## src/rtl/alu_pkg.sv

```systemverilog
// Shared definitions for the ALU result path: opcodes, result width and
// stored entry layout, plus the occupancy state encoding used by the result FIFO.
package alu_pkg;

    localparam logic [1:0] OP_ADD  = 2'b00;
    localparam logic [1:0] OP_SUB  = 2'b01;
    localparam logic [1:0] OP_NAND = 2'b10;
    localparam logic [1:0] OP_XOR  = 2'b11;

    localparam int ALU_DATA_W  = 4;
    // Stored entry is {Opcode, Error, Data}
    localparam int ALU_ENTRY_W = 2 + 1 + ALU_DATA_W;

    typedef enum logic [1:0] {
        OCC_EMPTY   = 2'b00,
        OCC_PARTIAL = 2'b01,
        OCC_FULL    = 2'b10
    } occ_state_t;

endpackage

```

## src/rtl/alu_fifo_ctrl.sv

```systemverilog
// Result FIFO control: read/write pointers, occupancy count and the
// EMPTY/PARTIAL/FULL state, with push/pop qualified against full/empty.
module alu_fifo_ctrl
    import alu_pkg::*;
#(
    parameter int DEPTH = 4
) (
    input  logic                       clk,
    input  logic                       rst,
    input  logic                       in_valid,
    input  logic                       out_ready,
    output logic                       push,
    output logic                       pop,
    output logic [$clog2(DEPTH)-1:0]   wr_ptr,
    output logic [$clog2(DEPTH)-1:0]   rd_ptr,
    output logic [$clog2(DEPTH):0]     count,
    output logic                       full,
    output logic                       empty
);

    localparam int PTR_W = $clog2(DEPTH);
    localparam int CNT_W = $clog2(DEPTH) + 1;

    occ_state_t          state_r;
    logic [PTR_W-1:0]    wr_ptr_r;
    logic [PTR_W-1:0]    rd_ptr_r;
    logic [CNT_W-1:0]    count_r;
    logic                push_s;
    logic                pop_s;

    // No bypass: a full FIFO refuses the push even when the head is popped this cycle
    assign push_s = in_valid & (state_r != OCC_FULL);
    assign pop_s  = out_ready & (state_r != OCC_EMPTY);

    assign push   = push_s;
    assign pop    = pop_s;
    assign wr_ptr = wr_ptr_r;
    assign rd_ptr = rd_ptr_r;
    assign count  = count_r;
    assign full   = (state_r == OCC_FULL);
    assign empty  = (state_r == OCC_EMPTY);

    // Occupancy FSM with pointer and count bookkeeping
    always_ff @(posedge clk or posedge rst) begin
        if (rst) begin
            state_r  <= OCC_EMPTY;
            count_r  <= {CNT_W{1'b0}};
            wr_ptr_r <= {PTR_W{1'b0}};
            rd_ptr_r <= {PTR_W{1'b0}};
        end else begin
            if (push_s) begin
                wr_ptr_r <= wr_ptr_r + PTR_W'(1);
            end else begin
                wr_ptr_r <= wr_ptr_r;
            end
            if (pop_s) begin
                rd_ptr_r <= rd_ptr_r + PTR_W'(1);
            end else begin
                rd_ptr_r <= rd_ptr_r;
            end

            case (state_r)
                OCC_EMPTY: begin
                    if (push_s) begin
                        count_r <= CNT_W'(1);
                        state_r <= OCC_PARTIAL;
                    end else begin
                        count_r <= count_r;
                        state_r <= OCC_EMPTY;
                    end
                end
                OCC_PARTIAL: begin
                    if (push_s && !pop_s) begin
                        count_r <= count_r + CNT_W'(1);
                        state_r <= (count_r == CNT_W'(DEPTH - 1)) ? OCC_FULL : OCC_PARTIAL;
                    end else if (pop_s && !push_s) begin
                        count_r <= count_r - CNT_W'(1);
                        state_r <= (count_r == CNT_W'(1)) ? OCC_EMPTY : OCC_PARTIAL;
                    end else begin
                        count_r <= count_r;
                        state_r <= OCC_PARTIAL;
                    end
                end
                OCC_FULL: begin
                    if (pop_s) begin
                        count_r <= count_r - CNT_W'(1);
                        state_r <= OCC_PARTIAL;
                    end else begin
                        count_r <= count_r;
                        state_r <= OCC_FULL;
                    end
                end
                default: begin
                    // Illegal encoding: fall back to a clean empty FIFO
                    state_r  <= OCC_EMPTY;
                    count_r  <= {CNT_W{1'b0}};
                    wr_ptr_r <= {PTR_W{1'b0}};
                    rd_ptr_r <= {PTR_W{1'b0}};
                end
            endcase
        end
    end

endmodule

```

## src/rtl/alu_result_fifo.sv

```systemverilog
// ALU result FIFO: buffers {Opcode, Error, ALU_Out} with valid/ready on both sides
// and a sticky error flag. Define ALU_RESFIFO_ERRCNT_EN to add the saturating Err_Count output.
module alu_result_fifo
    import alu_pkg::*;
#(
    parameter int DEPTH  = 4,
    parameter int DATA_W = ALU_DATA_W
) (
    input  logic                       clk,
    input  logic                       rst,
    input  logic                       In_Valid,
    output logic                       In_Ready,
    input  logic [DATA_W-1:0]          ALU_Out,
    input  logic                       Error,
    input  logic [1:0]                 Opcode,
    output logic                       Out_Valid,
    input  logic                       Out_Ready,
    output logic [DATA_W-1:0]          Out_Data,
    output logic                       Out_Error,
    output logic [1:0]                 Out_Opcode,
    output logic [$clog2(DEPTH):0]     Count,
    output logic                       Sticky_Err,
    input  logic                       Clr_Err
`ifdef ALU_RESFIFO_ERRCNT_EN
    ,
    output logic [7:0]                 Err_Count
`endif
);

    localparam int PTR_W   = $clog2(DEPTH);
    localparam int ENTRY_W = DATA_W + 3;

    logic                  push_s;
    logic                  pop_s;
    logic                  full_s;
    logic                  empty_s;
    logic [PTR_W-1:0]      wr_ptr_s;
    logic [PTR_W-1:0]      rd_ptr_s;
    logic [PTR_W:0]        count_s;
    logic [ENTRY_W-1:0]    mem_r [DEPTH];
    logic [ENTRY_W-1:0]    head_s;
    logic                  sticky_r;

    alu_fifo_ctrl #(
        .DEPTH (DEPTH)
    ) u_ctrl (
        .clk       (clk),
        .rst       (rst),
        .in_valid  (In_Valid),
        .out_ready (Out_Ready),
        .push      (push_s),
        .pop       (pop_s),
        .wr_ptr    (wr_ptr_s),
        .rd_ptr    (rd_ptr_s),
        .count     (count_s),
        .full      (full_s),
        .empty     (empty_s)
    );

    // Entry storage; cleared on reset so the head reads as zero when empty
    always_ff @(posedge clk or posedge rst) begin
        if (rst) begin
            for (int i = 0; i < DEPTH; i++) begin
                mem_r[i] <= {ENTRY_W{1'b0}};
            end
        end else if (push_s) begin
            mem_r[wr_ptr_s] <= {Opcode, Error, ALU_Out};
        end
    end

    // Set wins over clear so an error pushed during a clear is never lost
    always_ff @(posedge clk or posedge rst) begin
        if (rst) begin
            sticky_r <= 1'b0;
        end else begin
            sticky_r <= (sticky_r & ~Clr_Err) | (push_s & Error);
        end
    end

`ifdef ALU_RESFIFO_ERRCNT_EN
    logic [7:0] err_cnt_r;

    // Saturating error counter; an increment during a clear restarts it at one
    always_ff @(posedge clk or posedge rst) begin
        if (rst) begin
            err_cnt_r <= 8'h00;
        end else if (push_s && Error && Clr_Err) begin
            err_cnt_r <= 8'h01;
        end else if (push_s && Error) begin
            err_cnt_r <= (err_cnt_r == 8'hFF) ? 8'hFF : err_cnt_r + 8'h01;
        end else if (Clr_Err) begin
            err_cnt_r <= 8'h00;
        end else begin
            err_cnt_r <= err_cnt_r;
        end
    end

    assign Err_Count = err_cnt_r;
`endif

    assign head_s     = mem_r[rd_ptr_s];
    assign Out_Data   = head_s[DATA_W-1:0];
    assign Out_Error  = head_s[DATA_W];
    assign Out_Opcode = head_s[DATA_W+2:DATA_W+1];
    assign Out_Valid  = ~empty_s;
    assign In_Ready   = ~full_s;
    assign Count      = count_s;
    assign Sticky_Err = sticky_r;

endmodule
```

## config.mk

```make
export PLATFORM = sky130hd
export DESIGN_NAME = alu_result_fifo
export DESIGN_NICKNAME = d
export VERILOG_FILES = /design/src/rtl/alu_pkg.sv /design/src/rtl/alu_fifo_ctrl.sv /design/src/rtl/alu_result_fifo.sv
export SDC_FILE = /design/constraint.sdc
export NUM_CORES = 1
export LEC_CHECK = 0
export ABC_AREA = 1
export CORE_MARGIN = 4
export CORE_UTILIZATION = 40
export DETAILED_ROUTE_END_ITERATION = 10
export PLACE_DENSITY_LB_ADDON = 0.15
export REMOVE_ABC_BUFFERS = 1
export SYNTH_ARGS = -nofsm -noshare
export SYNTH_HDL_FRONTEND = slang
export SYNTH_SLANG_ARGS = --single-unit
```

## constraint.sdc

```tcl
create_clock -name clk -period 1.86 [get_ports clk]
set_clock_uncertainty 0.15 [all_clocks]
set_input_delay 0.465 -clock clk [delete_from_list [all_inputs] [get_ports clk]]
set_output_delay 0.465 -clock clk [all_outputs]
set_load 0.01 [all_outputs]
```

==> impl_metrics.json <==
{
  "cts.sinks": 38,
  "fin_area_mm2": 0.00246,
  "setup_viol_count_final": 7,
  "p_per_area_mw_per_mm2": 1660,
  "fmax_mhz": 523,
  "switchingPower_mw": 1.60,
  "wl_met2_mm": 1.93,
  "critical_path_class": "reg -> out",
  "comb_power_share_pct": 48.0,
  "stdcell_count": 336,
  "clock_path_buffers": 2,
  "htreeDepth": 2,
  "rsz0062_at_grt": "true",
  "placedInstanceArea_mm2": 0.00234,
  "viasPerCell": 4.78,
  "routed_wl_mm": 4.23,
  "die_area_mm2": 0.00612,
  "grt_pass1_wl_mm": 7.37,
  "gp_congestion": 0.811,
  "crit_path_end_kind": "output port",
  "cts-root-buf": "clkbuf_8",
  "hold_violations": 0,
  "grt_antenna_before_repair": 0,
  "cts_buffers": 5,
  "timing.final.ws_setup_ns": -0.0534,
  "num_io_pins": 25,
  "dr_total_vias": 1606,
  "drv_cap": 0,
  "core_area_mm2": 0.00475,
  "wl_met3_um": 189,
  "finalPower_mw": 4.07,
  "synth_area_leaders": "dfrtp_1, nand2_1, o21ai_2",
  "top_layer": "met4",
  "initial_utilization_pct": 41.5,
  "port_buffers": 24,
  "crit_required_ns": 1.24,
  "cp.arrival_ns": 1.30,
  "synthDominantCellAreaShare_pct": 48.2,
  "fin_crit_ns": 1.91,
  "start_kind": "register",
  "worstSkewPairLatency_ns": 0.29,
  "overflow": 0,
  "drt_iter0_drc": 46,
  "syn_avg_cell_area_um2": 8.69,
  "synth-seq-cells": 38,
  "internal_power_mw": 2.48,
  "hold_ws_ns": 0.332,
  "drt-pass1-iter-count": 4,
  "seq_area_frac_synth_pct": 48.2,
  "drc": 0,
  "m1WireLength_mm": 2.07,
  "ir_drop_mv": 0.514,
  "holdCritPathClass": "reg -> reg",
  "cpMaxStageDelayCell": "dfrtp_1",
  "ant_nets": 0,
  "path_cells": "inv_2 > buf_6 > nor2_1 > o22ai_1 > buf_2",
  "status": "finished, violations left",
  "violations": "negative setup slack",
  "power_frac_clock_pct": 17.1,
  "leakage_nw": 1.25,
  "clk_pin_slew_ns": 0.08,
  "layout-drive-gt1-share_pct": 21.9,
  "seqPwrFrac_pct": 34.8,
  "diodes": 0,
  "worst_pin_slew_ns": 0.320,
  "num_rows": 25,
  "min_period_over_period_pct": 103,
  "placedCellCount": 324,
  "grt_pass1_vias": 1573,
  "yosys_warnings": 0,
  "grt_max_degree": 39,
  "netlist_area_mm2": 0.00197,
  "fin_tns_setup_ns": -0.260,
  "max_slew_margin_pct": 78.5,
  "critPathMaxStageDelay_ns": 0.43,
  "switching_share_pct": 39.2,
  "die_x_um": 78.2,
  "nNetsFinal": 288,
  "post_drt_wl_per_cell_um": 12.6,
  "area_growth_pct": 24.7,
  "report.final.slew_viol_count": 0,
  "critical_path.max_fanout": 7,
  "ys_types": 19,
  "cts_tree": "done",
  "syn_inst": 227,
  "final.fill_count": 470,
  "synth_largest_area_cell": "dfrtp_1",
  "gr-usage-all-layers_pct": 15.4,
  "die_height_um": 78.2,
  "dp_hpwl_mm": 2.94
}
metrics by stage:
stage          util, %  worst slack, ns
2_1_floorplan        -            0.190
3_3_place_gp      49.2           -0.123
3_5_place_dp      49.2           -0.164
4_1_cts           51.6          -0.0660
6_report          51.7          -0.0534
5_1_grt           51.7           -0.146
layout make-up:
cell class,count,area (µm²),share of cell area (%)
tap,67,83.8,3.41
sequential,38,952,38.7
multi-input combinational,157,867,35.2
timing repair buffer,40,345,14.0
inverter,26,105,4.27
clock inverter,1,30.0,1.22
clock buffer,7,76.3,3.10
logic make-up (layout without fill, tap and decap cells):
kind of cell | count (synthesis) | count (layout) | share of synthesized area [%]
DFF | 38 | 38 | 48.2
AOI/OAI and AO/OA | 60 | 60 | 18.5
buffers and inverters | 32 | 74 | 8.31
adders and majority gates | 8 | 8 | 5.07
and+or+nand+nor | 89 | 89 | 19.9
power by group through the flow:
stage                     Clock [mW]  Combinational [mW]  Sequential [mW]
final                          0.698                1.96             1.42
after global routing           0.757                2.23             1.46
after CTS                      0.720                1.96             1.41
after detailed placement           0                1.99             1.44
after global placement             0                1.96             1.44
after floorplan                    0                1.17             1.42
worst max-delay path: cells and delay by family (launching register included):
family,cells,cell delay (ns)
compound gates,1,0.17
simple gates,1,0.04
flops,1,0.43
buf+inv,3,0.37
cell usage in the layout (no fill, tap or decap), drive strengths merged:
master          n
dfrtp          38
ha              8
bufinv          1
dlygate4sd2     3
a21oi           3
o22ai          10
inv            26
nand3           3
clkbuf          7
nand3b          2
clkdlybuf4s50  14
nand2          65
o21ai          47
nor2           19
buf            23
layer usage:
metal  global-route usage, %  vias to the layer above
met3                    4.47                        4
met2                    24.5                       24
met4                    5.24                        0
li1                        -                      820
met1                    20.2                      758
met5                       0                        -
flip-flops by register name (all words and copies together), names as in the netlist:
name	cells
u_ctrl.state_r	2
u_ctrl.wr_ptr	2
u_ctrl.rd_ptr	2
mem_r	28
Sticky_Err	1
u_ctrl.count	3
synth_stat cells, drive strengths merged:
library cell   n
nand2         65
inv           26
o22ai         10
nand3b         2
dfrtp         38
nor2          19
o21ai         47
buf            6
a21oi          3
ha             8
nand3          3
path summary, 6_finish.rpt:
path | start | to | slack [ns] | depth (start not counted)
max in group asynchronous | rst | u_ctrl.state_r[1] | 0.98 | 3
min reg2reg | mem_r[13] | mem_r[13] | 0.33 | 2
min in group asynchronous | rst | mem_r[20] | 0.37 | 3
max reg2reg | u_ctrl.state_r[1] | u_ctrl.count[0] | 0.34 | 7
min | mem_r[13] | mem_r[13] | 0.33 | 2
max | u_ctrl.rd_ptr[0] | Out_Data[3] | -0.05 | 5
timing repair:
action	CTS	global route
hold buffers	0	0
setup buffers	4	0
gates resized for setup	45	5
setup endpoints to repair	12	7
pin swaps	4	1
(Power assumes the default switching activity.)
